`config.mk`:
```
export PLATFORM = sky130hd
export DESIGN_NAME = mem_bist_ctrl
export DESIGN_NICKNAME = d
export VERILOG_FILES = /design/src/rtl/mem_bist_ctrl.sv
export SDC_FILE = /design/constraint.sdc
export NUM_CORES = 1
export LEC_CHECK = 0
export BUFFER_PORTS_ARGS = -buffer_cell sky130_fd_sc_hd__buf_2
export CAP_MARGIN = 40
export CORE_MARGIN = 2
export CORE_UTILIZATION = 49
export CTS_CLUSTER_DIAMETER = 200
export DETAILED_ROUTE_END_ITERATION = 10
export HOLD_SLACK_MARGIN = 0.1
export PLACE_DENSITY = 0.82
export SETUP_SLACK_MARGIN = 0.3
export SYNTH_ARGS = -nofsm -noshare
export SYNTH_HDL_FRONTEND = slang
export SYNTH_SLANG_ARGS = --single-unit
```
`constraint.sdc`:
```
create_clock -name clk40m -period 3.6 [get_ports clk40m]
set_input_delay 0.72 -clock clk40m [delete_from_list [all_inputs] [get_ports clk40m]]
set_output_delay 0.72 -clock clk40m [all_outputs]
set_load 0.05 [all_outputs]
```
`src/rtl/mem_bist_ctrl.sv`:
```
// rtl/mem_bist_ctrl.sv - built-in self-test sequencer for a simple dual-port block RAM
//
// Writes a selected pattern to every RAM address through port A, reads every address
// back through port B, and compares the read data against the expected pattern.
// While busy, the sequencer owns both RAM ports.
//
// Optional build macro: MEM_BIST_INV_PASS_EN
//   Adds a second write/read/drain pass that uses the inverted pattern.
//   Errors from both passes accumulate.
//
// Parameters:
//   ADDR_W  RAM address width (DEPTH = 2**ADDR_W)
//   DATA_W  RAM data width
//   RD_LAT  port-B read latency in clocks, addrb -> doutb (1..4)
//
// Ports:
//   clk40m          in   system clock
//   RST             in   asynchronous active-high reset
//   start           in   one-cycle pulse that begins a test; ignored while busy
//   pattern_sel     in   0:{~addr,addr} 1:checkerboard 2:all-0 3:all-1
//   busy            out  test in progress
//   done            out  test complete; cleared by the next accepted start
//   pass            out  valid while done; 1 = no mismatches
//   err_count       out  mismatch count, saturating at 8'hFF
//   first_err_addr  out  address of the first mismatch, or 0 if there was none
//   wea/addra/dina  out  RAM port A (write)
//   addrb           out  RAM port B address
//   doutb           in   RAM port B read data
module mem_bist_ctrl #(
    parameter int ADDR_W = 8,
    parameter int DATA_W = 16,
    parameter int RD_LAT = 1
) (
    input  logic              clk40m,
    input  logic              RST,
    input  logic              start,
    input  logic [1:0]        pattern_sel,
    output logic              busy,
    output logic              done,
    output logic              pass,
    output logic [7:0]        err_count,
    output logic [ADDR_W-1:0] first_err_addr,
    output logic              wea,
    output logic [ADDR_W-1:0] addra,
    output logic [DATA_W-1:0] dina,
    output logic [ADDR_W-1:0] addrb,
    input  logic [DATA_W-1:0] doutb
);

    localparam logic [ADDR_W-1:0] ADDR_MAX = '1;

    typedef enum logic [2:0] {
        S_IDLE,
        S_WRITE,
        S_READ,
        S_DRAIN,
        S_DONE
    } state_t;

    state_t      state;
    logic [1:0]  sel_q;
    logic        inv_q;
    logic [2:0]  drain_cnt;

    // Compare pipeline. Stage 0 is loaded in the same edge that drives addrb.
    // Stage RD_LAT lines up with doutb for that address.
    logic [RD_LAT:0]   pv;
    logic [DATA_W-1:0] pe [RD_LAT+1];
    logic [ADDR_W-1:0] pa [RD_LAT+1];
    logic              mismatch;

    assign mismatch = pv[RD_LAT] && (doutb != pe[RD_LAT]);

    function automatic logic [DATA_W-1:0] pat(
        input logic [ADDR_W-1:0] a,
        input logic [1:0]        sel,
        input logic              inv
    );
        logic [2*ADDR_W+DATA_W-1:0] ext;
        logic [DATA_W-1:0]          p;
        p   = '0;
        // Zero padding on the MSB side covers DATA_W > 2*ADDR_W.
        // Slicing covers the truncation case.
        ext = {{DATA_W{1'b0}}, ~a, a};
        case (sel)
            2'd0:    p = ext[DATA_W-1:0];
            2'd1:    for (int i = 0; i < DATA_W; i++) p[i] = a[0] ^ i[0];
            2'd2:    p = '0;
            default: p = '1;
        endcase
        return inv ? ~p : p;
    endfunction

    always_ff @(posedge clk40m or posedge RST) begin
        if (RST) begin
            state          <= S_IDLE;
            sel_q          <= 2'd0;
            inv_q          <= 1'b0;
            drain_cnt      <= 3'd0;
            busy           <= 1'b0;
            done           <= 1'b0;
            pass           <= 1'b0;
            err_count      <= 8'd0;
            first_err_addr <= '0;
            wea            <= 1'b0;
            addra          <= '0;
            dina           <= '0;
            addrb          <= '0;
            pv             <= '0;
            for (int i = 0; i <= RD_LAT; i++) begin
                pe[i] <= '0;
                pa[i] <= '0;
            end
        end else begin
            pv <= {pv[RD_LAT-1:0], 1'b0};
            for (int i = 1; i <= RD_LAT; i++) begin
                pe[i] <= pe[i-1];
                pa[i] <= pa[i-1];
            end

            if (mismatch) begin
                if (err_count != 8'hFF) err_count <= err_count + 8'd1;
                if (err_count == 8'd0)  first_err_addr <= pa[RD_LAT];
            end

            case (state)
                S_IDLE, S_DONE: begin
                    if (start) begin
                        state          <= S_WRITE;
                        sel_q          <= pattern_sel;
                        inv_q          <= 1'b0;
                        busy           <= 1'b1;
                        done           <= 1'b0;
                        pass           <= 1'b0;
                        err_count      <= 8'd0;
                        first_err_addr <= '0;
                        wea            <= 1'b1;
                        addra          <= '0;
                        dina           <= pat('0, pattern_sel, 1'b0);
                    end
                end

                S_WRITE: begin
                    if (addra == ADDR_MAX) begin
                        // Last write is on the bus now. Hand over to the read side
                        // without issuing any extra write.
                        state  <= S_READ;
                        wea    <= 1'b0;
                        addra  <= '0;
                        addrb  <= '0;
                        pv[0]  <= 1'b1;
                        pe[0]  <= pat('0, sel_q, inv_q);
                        pa[0]  <= '0;
                    end else begin
                        addra  <= addra + 1'b1;
                        dina   <= pat(addra + 1'b1, sel_q, inv_q);
                    end
                end

                S_READ: begin
                    if (addrb == ADDR_MAX) begin
                        state     <= S_DRAIN;
                        drain_cnt <= 3'd0;
                    end else begin
                        addrb  <= addrb + 1'b1;
                        pv[0]  <= 1'b1;
                        pe[0]  <= pat(addrb + 1'b1, sel_q, inv_q);
                        pa[0]  <= addrb + 1'b1;
                    end
                end

                S_DRAIN: begin
                    drain_cnt <= drain_cnt + 3'd1;
`ifdef MEM_BIST_INV_PASS_EN
                    // The second pass may start while the last first-pass compares
                    // are still in the pipeline. Those compares are unaffected.
                    if (!inv_q && drain_cnt == 3'(RD_LAT - 1)) begin
                        state <= S_WRITE;
                        inv_q <= 1'b1;
                        wea   <= 1'b1;
                        addra <= '0;
                        dina  <= pat('0, sel_q, 1'b1);
                    end else if (drain_cnt == 3'(RD_LAT)) begin
                        state <= S_DONE;
                        busy  <= 1'b0;
                        done  <= 1'b1;
                        pass  <= (err_count == 8'd0);
                    end
`else
                    // The final compare has updated err_count on the previous edge.
                    if (drain_cnt == 3'(RD_LAT)) begin
                        state <= S_DONE;
                        busy  <= 1'b0;
                        done  <= 1'b1;
                        pass  <= (err_count == 8'd0);
                    end
`endif
                end

                default: state <= S_IDLE;
            endcase
        end
    end

endmodule
```
# Yosys cells after proc, flatten, opt, wreduce, memory -nomap -nowiden
# Index checks and enable logic that the tools add are counted.
[totals]
register_bits = 102
inputBits = 21
out_inout_bits = 52
elab_cells = 105
[op_classes]
addsub = 4
n_eq_ne = 19
muxes = 44
bitwise = 4
reduce_logical = 18
[op_table]
columns = ["op", "count"]
rows = [
  ["16-bit case mux with 3 select lines", 4],
  ["8-bit two-way mux", 12],
  ["16-bit two-way mux", 4],
  ["16-bit case mux with 2 select lines", 2],
  ["8-bit case mux with 2 select lines", 2],
  ["8-bit by 1-bit adder with 8-bit output, second input constant", 3],
  ["8-bit equality test, second input constant", 2],
  ["16-bit inequality test", 1],
  ["8-bit NOT", 2],
  ["3-bit two-way mux", 5],
  ["2-bit inequality test, second input constant", 6],
  ["3-bit case mux with 4 select lines", 1],
  ["3-bit AND reduction", 4],
  ["1-bit case mux with 2 select lines", 5],
  ["8-bit zero test", 1],
  ["1-bit two-way mux", 8],
  ["8-bit inequality test, second input constant", 1],
  ["2-bit nonzero test", 4],
  ["3-bit by 1-bit equality test with 1-bit output, second input constant", 2],
  ["3-bit by 2-bit equality test with 1-bit output, second input constant", 2],
  ["3-bit case mux with 2 select lines", 1],
  ["2-bit AND reduction", 3],
  ["2-bit by 1-bit equality test with 1-bit output, second input constant", 2],
  ["2-bit equality test, second input constant", 2],
  ["other kinds (8)", 10],
]

# Depth between registers and ports, before layout
[depth]
depth_word = 5
depth_mapped = 9
ltp_nobuf = 7

# Least setup slack after synthesis
# OpenSTA, ideal clock, no wires.
[synth_timing]
kind = "flip-flop to flip-flop"
from = "reg addra[0]"
to = "reg pe[24] (netlist bit)"
t_arrival_ns = 2.257
t_required_ns = 3.523
path_slack_ns = 1.266
stages_incl_launch_ff = 9
path_buffers = 1
path_cell_list = "dfrtp_1 ha_1 nand3_1 o21ai_1 nand3_4 inv_4 buf_2 nor2_1 a21oi_1"
[synth_between]
elab_chain_len = 3
[synth_lines]
columns = ["element", "line_no", "text"]
rows = [
  ["start, declared", "44", "output logic [ADDR_W-1:0] addra,"],
  ["start signal, assigned", "155", "addra <= addra + 1'b1;"],
  ["8-bit equality test", "144", "if (addra == ADDR_MAX) begin"],
  ["2-bit inequality test (no line)", "--", ""],
  ["3-bit AND reduction (no line)", "--", ""],
  ["end signal, assigned by index", "117", "pe[i] <= pe[i-1];"],
  ["end, declared", "68", "logic [DATA_W-1:0] pe [RD_LAT+1];"],
]
# No other way between the ends.
# A chain may end at the register's enable or synchronous reset.

# Worst setup path in the final report
[layout_timing]
from = "reg addra[0]"
to = "reg pe[22] (netlist bit)"
# The elaborated chain is that of the path after synthesis.

==> metrics.md <==
| Metric | Value |
|---|---|
| Status | `complete, no violations` |
| Vias in the first global route | `3,474` |
| Routed WL | `10,400 um` |
| Area growth from synthesis to final layout | `12.9%` |
| # Post-CTS Setup Buffers | `0` |
| Reg2Reg Launch Point | `addra[0]$_DFFE_PP0P_` |
| Drt drc | `0` |
| Post-synthesis sequential area ratio | `53.2%` |
| Share of the synthesized area in the top cell type | `53.2%` |
| Drt wl/cell | `15.5 um` |
| Crit path max fanout | `28` |
| Number of top-level pins | `73` |
| Row count | `36` |
| Crit end category | `flop` |
| Setup tns final | `0 ns` |
| Synth area leader | `dfrtp_1` |
| CP cell instances | `ha_1 -> nand3_1 -> o21ai_1 -> nand3_4 -> inv_4 -> o211ai_1 -> o21a_1` |
| Initial Util | `49.8%` |
| Largest net degree at the start of global routing | `51` |
| Worst clock skew | `0.0109 ns` |
| Largest delay contributor family on the critical path | `compound AO/OA/AOI/OAI gates` |
| Crit start category | `flop` |
| Peak per-stage delay on the critical path | `0.62 ns` |
| Synth Instances | `474` |
| Total of max-cap violations | `0` |
| Prevailing post-synth register cell | `dfrtp_1` |
| Achievable Freq | `388 MHz` |
| CTS Buf Count | `9` |
| VDD IR max | `808 uV` |
| DR iter-0 viols | `172` |
| FILL cells | `856` |
| Synth area leaders | `dfrtp_1 53%, xnor2_1 4.2%, nand2_1 3.9%` |
| Core area | `9640 sq um` |
| Pre-CTS setup slack | `1.16 ns` |
| Flip-flop and latch count after synthesis | `102` |
| Synth Cell Area | `4800 sq um` |
| Worst-path clk slew | `0.10 ns` |
| Tcrit/Tclk final | `71.5%` |
| Clock sink count | `102` |
| Leak | `2.40 nW` |
| Power per cell area | `976 nW/um^2` |
| Filler-free cell count of the finished design | `670` |
| Mapped Nets | `508` |
| Worst-Skew Late Latency | `0.36 ns` |
| Die Wd | `103 um` |
| Post-synth EDFFs | `0` |
| Final core utilization | `56.2%` |
| Antenna violations before repair | `0` |
| Global-route usage over all layers | `20.4%` |
| GPL Wtd Cong | `0.857` |
| Max_slew headroom | `51.9%` |
| Most frequent cells after synthesis | `102 x dfrtp_1, 50 x nand2_1, 48 x nor2_1, 37 x a21oi_1, 30 x o21ai_0` |
| WP data arrival | `2.83 ns` |
| Hold path start | `pv[0]$_DFF_PP0_` |
| CP Buf/Inv Count | `1` |
| Final Max Tran Viols | `0` |
| Crit Path Class | `flop to flop` |
| Crit. Startpoint | `addra[0]$_DFFE_PP0P_` |
| Root Buffer Master | `clkbuf_8` |
| Unrepaired setup endpoints after global routing | `false` |
| Hold Vio Cnt, Final | `0` |
| First-pass DRT Iterations | `4` |
| Period minus WS final | `2.58 ns` |
| DP HPWL | `7480 um` |
| Setup WS post-layout | `1.02 ns` |
| Die Ht | `103 um` |
| Via count | `3,743` |
| Least-Margin Pin Slew | `0.716 ns` |
| Worst path required time | `3.86 ns` |
| Post-placement cell count | `655` |
| Share of post-route cells with drive strength above 1 | `20.1%` |
| Slowest cell on crit path | `o21ai_1` |
| Count leader, synth | `dfrtp_1` |
| Ant diodes | `0` |
| Global-route wire length before repair | `16,800 um` |
| Routed Antenna Nets | `0` |
| H-tree levels | `3` |
| Longest Clk Path Bufs | `2` |
| Synth warn | `0` |
| Ys async rst share | `100%` |
| Post-CTS Resized | `0` |
| Congestion Overflow GR | `0` |
| Number of library cell types mapped by synthesis | `58` |
| Nets | `567` |
| # hold bufs at CTS | `0` |
| Port Buffers | `72` |
| Setup violation total in the final timing report | `0` |
| TritonCTS clock tree | `yes` |
| Die ar. | `10,600 sq um` |
| Syn Area/Cell | `10.1 sq um` |
| Vias per cell | `5.59` |
| HP Class | `flop to flop` |
[kinds of logic after synthesis]
logic type | synth area share (%)
XOR/XNOR | 5.29
AO/OA/AOI/OAI | 16.0
buffers and inverters | 4.69
flip-flops | 53.2
adder cells (fa/ha/maj) | 3.39
AND/OR/NAND/NOR | 17.2
multiplexers | 0.235
[placed cells by master (no fill, tap or decap), types with 3 or more instances in the layout]
master,instances
a211oi_1,4
a21oi_1,37
a31oi_1,9
and2_1,5
and3_1,7
buf_2,72
clkbuf_8,9
dfrtp_1,102
ha_1,13
inv_1,11
nand2_1,50
nand2b_1,4
nand3_1,18
nand4_1,10
nor2_1,48
nor3_1,7
nor3b_2,3
o211ai_1,6
o21a_1,8
o21ai_0,30
o22a_1,5
o31ai_1,4
xnor2_1,23
xor2_1,6
[final cells by class]
class	instances	area (sq um)	share of cell area [%]
Inverter	13	55.1	1.02
Multi-Input combinational cell	331	2030	37.4
Sequential cell	102	2550	47.1
Tap cell	133	166	3.07
Clock inverter	6	77.6	1.43
Timing Repair Buffer	76	415	7.67
Clock buffer	9	124	2.29
[final timing paths]
kind,depth (start not counted),slack [ns],end
max reg2reg,7,1.02,pe[22]$_DFFE_PP0P_
max in group asynchronous,3,2.57,pe[10]$_DFF_PP0_
max,7,1.02,pe[22]$_DFFE_PP0P_
min,0,0.36,pv[1]$_DFF_PP0_
min in group asynchronous,2,0.40,err_count[4]$_DFF_PP0_
min reg2reg,0,0.36,pv[1]$_DFF_PP0_
[worst reg2reg max path, cell delays in order (launching register included)]
cell and delay [ns]:
dfrtp_1 0.50, ha_1 0.32, nand3_1 0.19, o21ai_1 0.62, nand3_4 0.28, inv_4 0.30, o211ai_1 0.16, o21a_1 0.12
[state kept, by name, summed over array words and instances (netlist names)]
name,count
dina,16
pa,16
drain_cnt,3
busy,1
done,1
pv,2
sel_q,2
state,3
pass,1
addra,8
first_err_addr,8
pe,32
wea,1
err_count,8
[metal layers]
metal / global-route usage, % / share of wire [%] / wire [um] / up-vias
met3: 4.27 / 4.8 / 498 / 12
met5: 0 / 0 / 0 / -
li1: - / - / - / 1775
met1: 26.5 / 43 / 4450 / 1845
met2: 34.4 / 51 / 5240 / 111
met4: 6.68 / 1.7 / 174 / 0
[per-stage QoR]
step | instance area [sq um] | power, W | hold WS (ns)
floorplan | 4800 | 0.00402 | 0.331
global placement | 5200 | 0.00444 | 0.334
detailed placement | 5220 | 0.00456 | 0.344
CTS | 5420 | 0.00531 | 0.366
global route | 5420 | 0.00566 | 0.388
finish | 5420 | 0.00529 | 0.363
[where the power goes]
| group | switching [W] | internal (W) |
|---|---|---|
| sequential | 0.000355 | 0.00159 |
| clock | 0.000408 | 0.000331 |
| combinational | 0.00181 | 0.000794 |
| total | 0.00257 | 0.00272 |
(Power assumes the default switching activity.)
